--- src/rtl/bist_pkg.sv ---
// Shared types and default widths for the BIST controller and its pattern counter.
package bist_pkg;

    localparam int DEF_CNT_W = 10;
    localparam int DEF_SIG_W = 16;

    typedef enum logic [2:0] {
        IDLE  = 3'd0,
        INIT  = 3'd1,
        RUN   = 3'd2,
        FLUSH = 3'd3,
        CMP   = 3'd4,
        DONE  = 3'd5
    } bist_state_t;

endpackage

--- src/rtl/bist_pat_counter.sv ---
// Pattern counter: synchronous clear, count enable, terminal-count flag at N_PAT-1.
module bist_pat_counter
    import bist_pkg::*;
#(
    parameter int N_PAT = 1000,
    parameter int CNT_W = DEF_CNT_W
) (
    input  logic clk,
    input  logic rst,
    input  logic clr,
    input  logic en,
    output logic tc
);

    logic [CNT_W-1:0] count;

    always_ff @(posedge clk) begin
        if (!rst || clr) begin
            count <= '0;
        end else if (en) begin
            count <= count + CNT_W'(1);
        end
    end

    // Equality exit means the count never needs to wrap within a run.
    assign tc = (count == CNT_W'(N_PAT - 1));

endmodule

--- src/rtl/bist_controller.sv ---
// BIST run sequencer: start edge detect, TPG/MISR control FSM and pass/fail verdict.
module bist_controller
    import bist_pkg::*;
#(
    parameter int               N_PAT      = 1000,
    parameter int               CNT_W      = DEF_CNT_W,
    parameter int               SIG_W      = DEF_SIG_W,
    parameter logic [SIG_W-1:0] GOLDEN_SIG = '0
) (
    input  logic             clk,
    input  logic             rst,
    input  logic             start,
    input  logic [SIG_W-1:0] sig_in,
    output logic             tpg_init,
    output logic             tpg_en,
    output logic             misr_init,
    output logic             misr_en,
    output logic             test_mode,
    output logic             running,
    output logic             bist_end,
    output logic             out
);

    bist_state_t state, next_state;
    logic        start_q;
    logic        start_rise;
    logic        result;
    logic        cnt_clr;
    logic        cnt_en;
    logic        cnt_tc;

    // start_q resets high so a start held through reset release is not an edge.
    always_ff @(posedge clk) begin
        if (!rst) begin
            start_q <= 1'b1;
        end else begin
            start_q <= start;
        end
    end

    assign start_rise = start & ~start_q;

    always_ff @(posedge clk) begin
        if (!rst) begin
            state <= IDLE;
        end else begin
            state <= next_state;
        end
    end

    always_ff @(posedge clk) begin
        if (!rst) begin
            result <= 1'b0;
        end else if (state == CMP) begin
            result <= (sig_in == GOLDEN_SIG);
        end
    end

    assign cnt_clr = (state == INIT);
    assign cnt_en  = (state == RUN);

    bist_pat_counter #(
        .N_PAT (N_PAT),
        .CNT_W (CNT_W)
    ) u_pat_counter (
        .clk (clk),
        .rst (rst),
        .clr (cnt_clr),
        .en  (cnt_en),
        .tc  (cnt_tc)
    );

    always_comb begin
        next_state = state;
        case (state)
            IDLE:    if (start_rise) next_state = INIT;
            INIT:    next_state = RUN;
            RUN:     if (cnt_tc) next_state = FLUSH;
            FLUSH:   next_state = CMP;
            CMP:     next_state = DONE;
            DONE:    if (start_rise) next_state = INIT;
            default: next_state = IDLE;
        endcase
    end

    always_comb begin
        tpg_init  = 1'b0;
        tpg_en    = 1'b0;
        misr_init = 1'b0;
        misr_en   = 1'b0;
        test_mode = 1'b0;
        running   = 1'b0;
        bist_end  = 1'b0;
        out       = 1'b0;
        case (state)
            INIT: begin
                tpg_init  = 1'b1;
                misr_init = 1'b1;
                test_mode = 1'b1;
                running   = 1'b1;
            end
            RUN: begin
                tpg_en    = 1'b1;
                misr_en   = 1'b1;
                test_mode = 1'b1;
                running   = 1'b1;
            end
            FLUSH: begin
                misr_en   = 1'b1;
                test_mode = 1'b1;
                running   = 1'b1;
            end
            CMP: begin
                test_mode = 1'b1;
                running   = 1'b1;
            end
            DONE: begin
                bist_end = 1'b1;
                out      = result;
            end
            default: ;
        endcase
    end

endmodule

--- config.mk ---
export PLATFORM = sky130hd
export DESIGN_NAME = bist_controller
export DESIGN_NICKNAME = d
export VERILOG_FILES = /design/src/rtl/bist_pkg.sv /design/src/rtl/bist_pat_counter.sv /design/src/rtl/bist_controller.sv
export SDC_FILE = /design/constraint.sdc
export NUM_CORES = 1
export LEC_CHECK = 0
export BUFFER_PORTS_ARGS = -buffer_cell sky130_fd_sc_hd__buf_4
export CAP_MARGIN = 20
export CORE_MARGIN = 2
export CORE_UTILIZATION = 30
export DETAILED_ROUTE_END_ITERATION = 8
export GPL_TIMING_DRIVEN = 1
export PLACE_DENSITY = 0.48
export SLEW_MARGIN = 20
export SYNTH_ARGS = -nofsm -noshare
export SYNTH_HDL_FRONTEND = slang
export SYNTH_SLANG_ARGS = --single-unit
--- constraint.sdc ---
create_clock -name clk -period 2.8 [get_ports clk]
set_input_delay 0.28 -clock clk [delete_from_list [all_inputs] [get_ports clk]]
set_output_delay 0.28 -clock clk [all_outputs]
set_load 0.05 [all_outputs]
# == Word level (Yosys, flattened, before mapping) ==
# Index checks and enable logic that the tools add are counted.
# word_totals
register_bits,15
in_bits,19
output_inout_bits,8
word_cells,32
# classes
add_sub_neg,1
n_eq_ne,8
muxes,9
n_bitwise,2
reduce_logical,8
# op_table
cell,count
$logic_not A16 Y1,1
$pmux W3 S5,1
$add A10 B1 Y10 const B,1
$eq A10 B10 Y1 const B,1
$eq A3 B2 Y1 const B,2
$eq A3 B3 Y1 const B,2
$mux W1,6
$mux W3,2
$ne A2 B1 Y1 const B,2
$reduce_or A2 Y1,2
$reduce_or A4 Y1,1
$eq A3 B1 Y1 const B,1
$logic_not A3 Y1,1
$reduce_and A2 Y1,1
$and A1 B1 Y1,1
$logic_not A1 Y1,1
$logic_or A1 B1 Y1,1
$not A1 Y1,1

# == Depth between registers and ports, before layout ==
# logic_depth
word_depth,4
depth_mapped,6

# == Cells and area by module ==
# A second synthesis with hierarchy kept.
# unflattened
cells_unflattened,95
hier_area_um2,829.5
# modules_own_cells
mod,instances,cells_each,area_each_um2,seq_area_each_um2
bist_pat_counter,1,57,498.0,200.2
bist_controller,1,38,331.6,100.1

# == Least setup slack after synthesis ==
# Ideal clock, no wire load.
# synth_timing
kind,register to output
from,register state[1]
to,output port out
t_arrival_ps,1827
t_required_ps,2520
path_slack_ps,693
stages_incl_launch_ff,5
path_buffers,1
path_cell_list,dfxtp_1 > buf_4 > nand2b_1 > nor2_1 > and2_1
# synth_between
elab_chain_len,2
# synth_rtl
item,line_no,text
from (decl),bist_controller.sv:24,"bist_state_t state, next_state;"
from (signal assigned),bist_controller.sv:47,state <= next_state;
$eq A3 B3 Y1,bist_controller.sv:95,case (state)
$mux W1,bist_controller.sv:95,
to (decl),bist_controller.sv:21,output logic out
# Every way passes these cells.

# == Worst setup path in the final report ==
# layout_timing
from,register state[1]
to,output port tpg_en
# layout_between
elab_chain_len,2
# layout_rtl
item,line_no,text
$eq A3 B2 Y1,bist_controller.sv:95,
$mux W1,bist_controller.sv:95,
to (decl),bist_controller.sv:15,"output logic tpg_en,"
# Every way passes these cells.

==> reports/metrics.yaml <==
drt:
  vias_per_cell: 5.01
  vias: 757
  firstDrtPassIters: 4
  highest_layer: "met4"
  drt_iter0_drc: 15
  routed_wl_um: 1720
  ant_nets: 0
  dr_wl_met3_um: 140
  wl_met1_um: 849
  wl_per_cell_um: 11.4
  wl_met2_um: 719
  remaining_drc_errors: 0
power_and_ir_drop:
  p_leak_nw: 0.372
  power_density_nw_per_um2: 448
  peakVddDrop_mv: 0.226
sta:
  worstMarginPinSlew_ns: 0.342
  slew-limit-headroom_pct: 77.0
  drv_slew: 0
  min_period_over_period_pct: 69.4
  fmax_mhz: 515
  fin_crit_ns: 1.94
  finalHoldViolCount: 0
  setup-violations-final: 0
  finalSetupTns_ns: 0
  worst_slack_ns: 0.858
  final.setup_skew_ns: 0.00221
  rsz0062_at_grt: "false"
  whs_ns: 0.181
critical_path:
  critPathLaunchType: "flop"
  path_depth: 3
  slowest_stage: "or3b_1"
  arrival_ns: 1.66
  reg2regPathDepth: 3
  max_stage_delay_ns: 0.51
  crit_family: "simple AND/OR/NAND/NOR gates"
  worstPathCellList: "or3b_1, inv_1, buf_4"
  path_max_fanout: 10
  end_kind: "output port"
  crit_type: "reg2out"
  crit_required_ns: 2.52
  path_buf_inv: 2
clock_network:
  numCtsBuffers: 3
  clk_pin_slew_ns: 0.09
  htreeDepth: 1
  clockBufferDepth: 2
  cts_sinks: 15
  post_cts_resized: 0
  tritoncts: "yes"
  cts_hold_buf: 0
  ctsRootBufferMaster: "clkbuf_4"
  postCtsSetupRepairBufs: 0
  clk_latency_ns: 0.28
cells_and_area:
  syn_to_final_growth_pct: 26.7
  fin_nets: 142
  diodes: 0
  final_util_pct: 40.8
  nFillCells: 255
  drive_gt1_share_pct: 27.3
global_route:
  grt_pass1_vias: 649
  grt_use_total_pct: 11.4
  grt_start_max_net_pins: 11
  antenna_found_initial: 0
  grt_pass1_wl_um: 2850
  grt_overflow_total: 0
placement:
  hpwl_um: 1340
  portBuffers: 26
  gp_congestion: 0.759
  post-place-ws_ns: 1.10
die:
  dieArea_um2: 3110
  core_area_um2: 2500
  die_w_um: 55.8
  initial_core_util_pct: 32.2
  ios: 27
  dieHeight_um: 55.8
  core.rowCount: 18
yosys:
  syn_inst: 97
  syn_area_per_cell_um2: 8.29
  synth_nets: 117
  ys_seq_elements: 15
  synth_top_area_share_pct: 37.3
  ys_types: 31
  synth_area_leaders: "dfxtp_1, a21oi_1, or4_1"
  syn-cell-area_um2: 805
  ys_warn_count: 0
  synth_top_area_cell: "dfxtp_1"
  ys_seq_area_share_pct: 37.3
hold_path:
  holdPathStages: 2
  hp-class: "in2reg"
status:
  outcome: "finished clean"
job:
  maxCapViolations: 0
## final timing paths
check                           end                   start  slack [ns]
min                         start_q                   start        0.18
max                          tpg_en                state[1]        0.86
min reg2reg  u_pat_counter.count[9]  u_pat_counter.count[9]        0.49
max reg2reg  u_pat_counter.count[6]                state[1]        1.08
## power by group
| group | leakage (nW) | switching, mW | internal, mW |
|---|---|---|---|
| Clock | 0.0150 | 0.0680 | 0.0553 |
| Sequential | 0.121 | 0.00817 | 0.218 |
| Combinational | 0.236 | 0.0640 | 0.0433 |
| Total | 0.372 | 0.140 | 0.317 |
## routing by layer
metal  up-vias  GRT usage (%)
met5         -              0
li1        400              -
met2        32           17.0
met3         2           4.42
met1       323           15.3
met4         0           3.14
## placed cells by master, fill, tap and decap left out, types with 2 or more instances in the layout
| cell | synthesis | routed |
|---|---|---|
| nor4_1 | 3 | 3 |
| nor2b_1 | 2 | 2 |
| nor2_1 | 5 | 5 |
| or4_1 | 5 | 5 |
| nand3b_1 | 3 | 3 |
| buf_4 | 3 | 26 |
| nand2b_1 | 2 | 2 |
| nand4_1 | 3 | 3 |
| or3_2 | 2 | 2 |
| inv_1 | 6 | 6 |
| nand2_1 | 6 | 6 |
| nand3_1 | 5 | 5 |
| o21ai_0 | 5 | 5 |
| o31ai_1 | 4 | 4 |
| nor3_1 | 2 | 2 |
| a21oi_1 | 9 | 9 |
| dfxtp_1 | 15 | 15 |
| clkbuf_4 | 0 | 3 |
| xnor2_1 | 3 | 3 |
## state kept, by name, indices dropped and copies added, names as in the netlist
name                 cells
start_q                  1
u_pat_counter.count     10
result                   1
state                    3
## logic make-up (layout without fill, tap and decap cells)
group / count (synthesis) / after routing / synth area share (%)
AO/OA/AOI/OAI: 21 / 21 / 15.6
XOR/XNOR: 3 / 3 / 3.27
adder cells (fa/ha/maj): 1 / 1 / 1.55
buffers and inverters: 12 / 36 / 8.24
flip-flops: 15 / 15 / 37.3
multiplexers: 1 / 1 / 1.24
AND/OR/NAND/NOR: 44 / 44 / 32.8
## synth_stat cells
cell type / n
o21ai_0: 5
nand4bb_1: 1
inv_1: 6
nand2_1: 6
o31ai_1: 4
nand3_1: 5
dfxtp_1: 15
a221oi_1: 1
buf_6: 1
or3b_1: 1
xnor2_1: 3
nor3_1: 2
nand4_1: 3
or3_2: 2
buf_2: 2
ha_1: 1
nand3b_1: 3
nor2_1: 5
nor4_1: 3
nand2b_1: 2
nor2b_1: 2
a21oi_1: 9
o211ai_1: 1
or3_1: 1
nor4b_1: 1
mux2i_1: 1
or3b_2: 1
a21o_2: 1
or4_1: 5
and2_1: 1
buf_4: 3
## metrics by stage
stage	power, mW	instance area (um2)	std cells
finish	0.457	1020	151
global route	0.484	1020	151
CTS	0.466	1020	151
detailed placement	0.340	993	147
global placement	0.340	993	147
floorplan	0.308	805	97
## cell type report
class                           instances  area, um2  area share, %
Multi-Input combinational cell         70        438           42.9
Sequential cell                        15        300           29.4
Timing Repair Buffer                   26        195           19.1
Tap cell                               30       37.5           3.68
Clock buffer                            4       26.3           2.58
Inverter                                6       22.5           2.21
No activity file was read; power rests on OpenSTA's default activity.
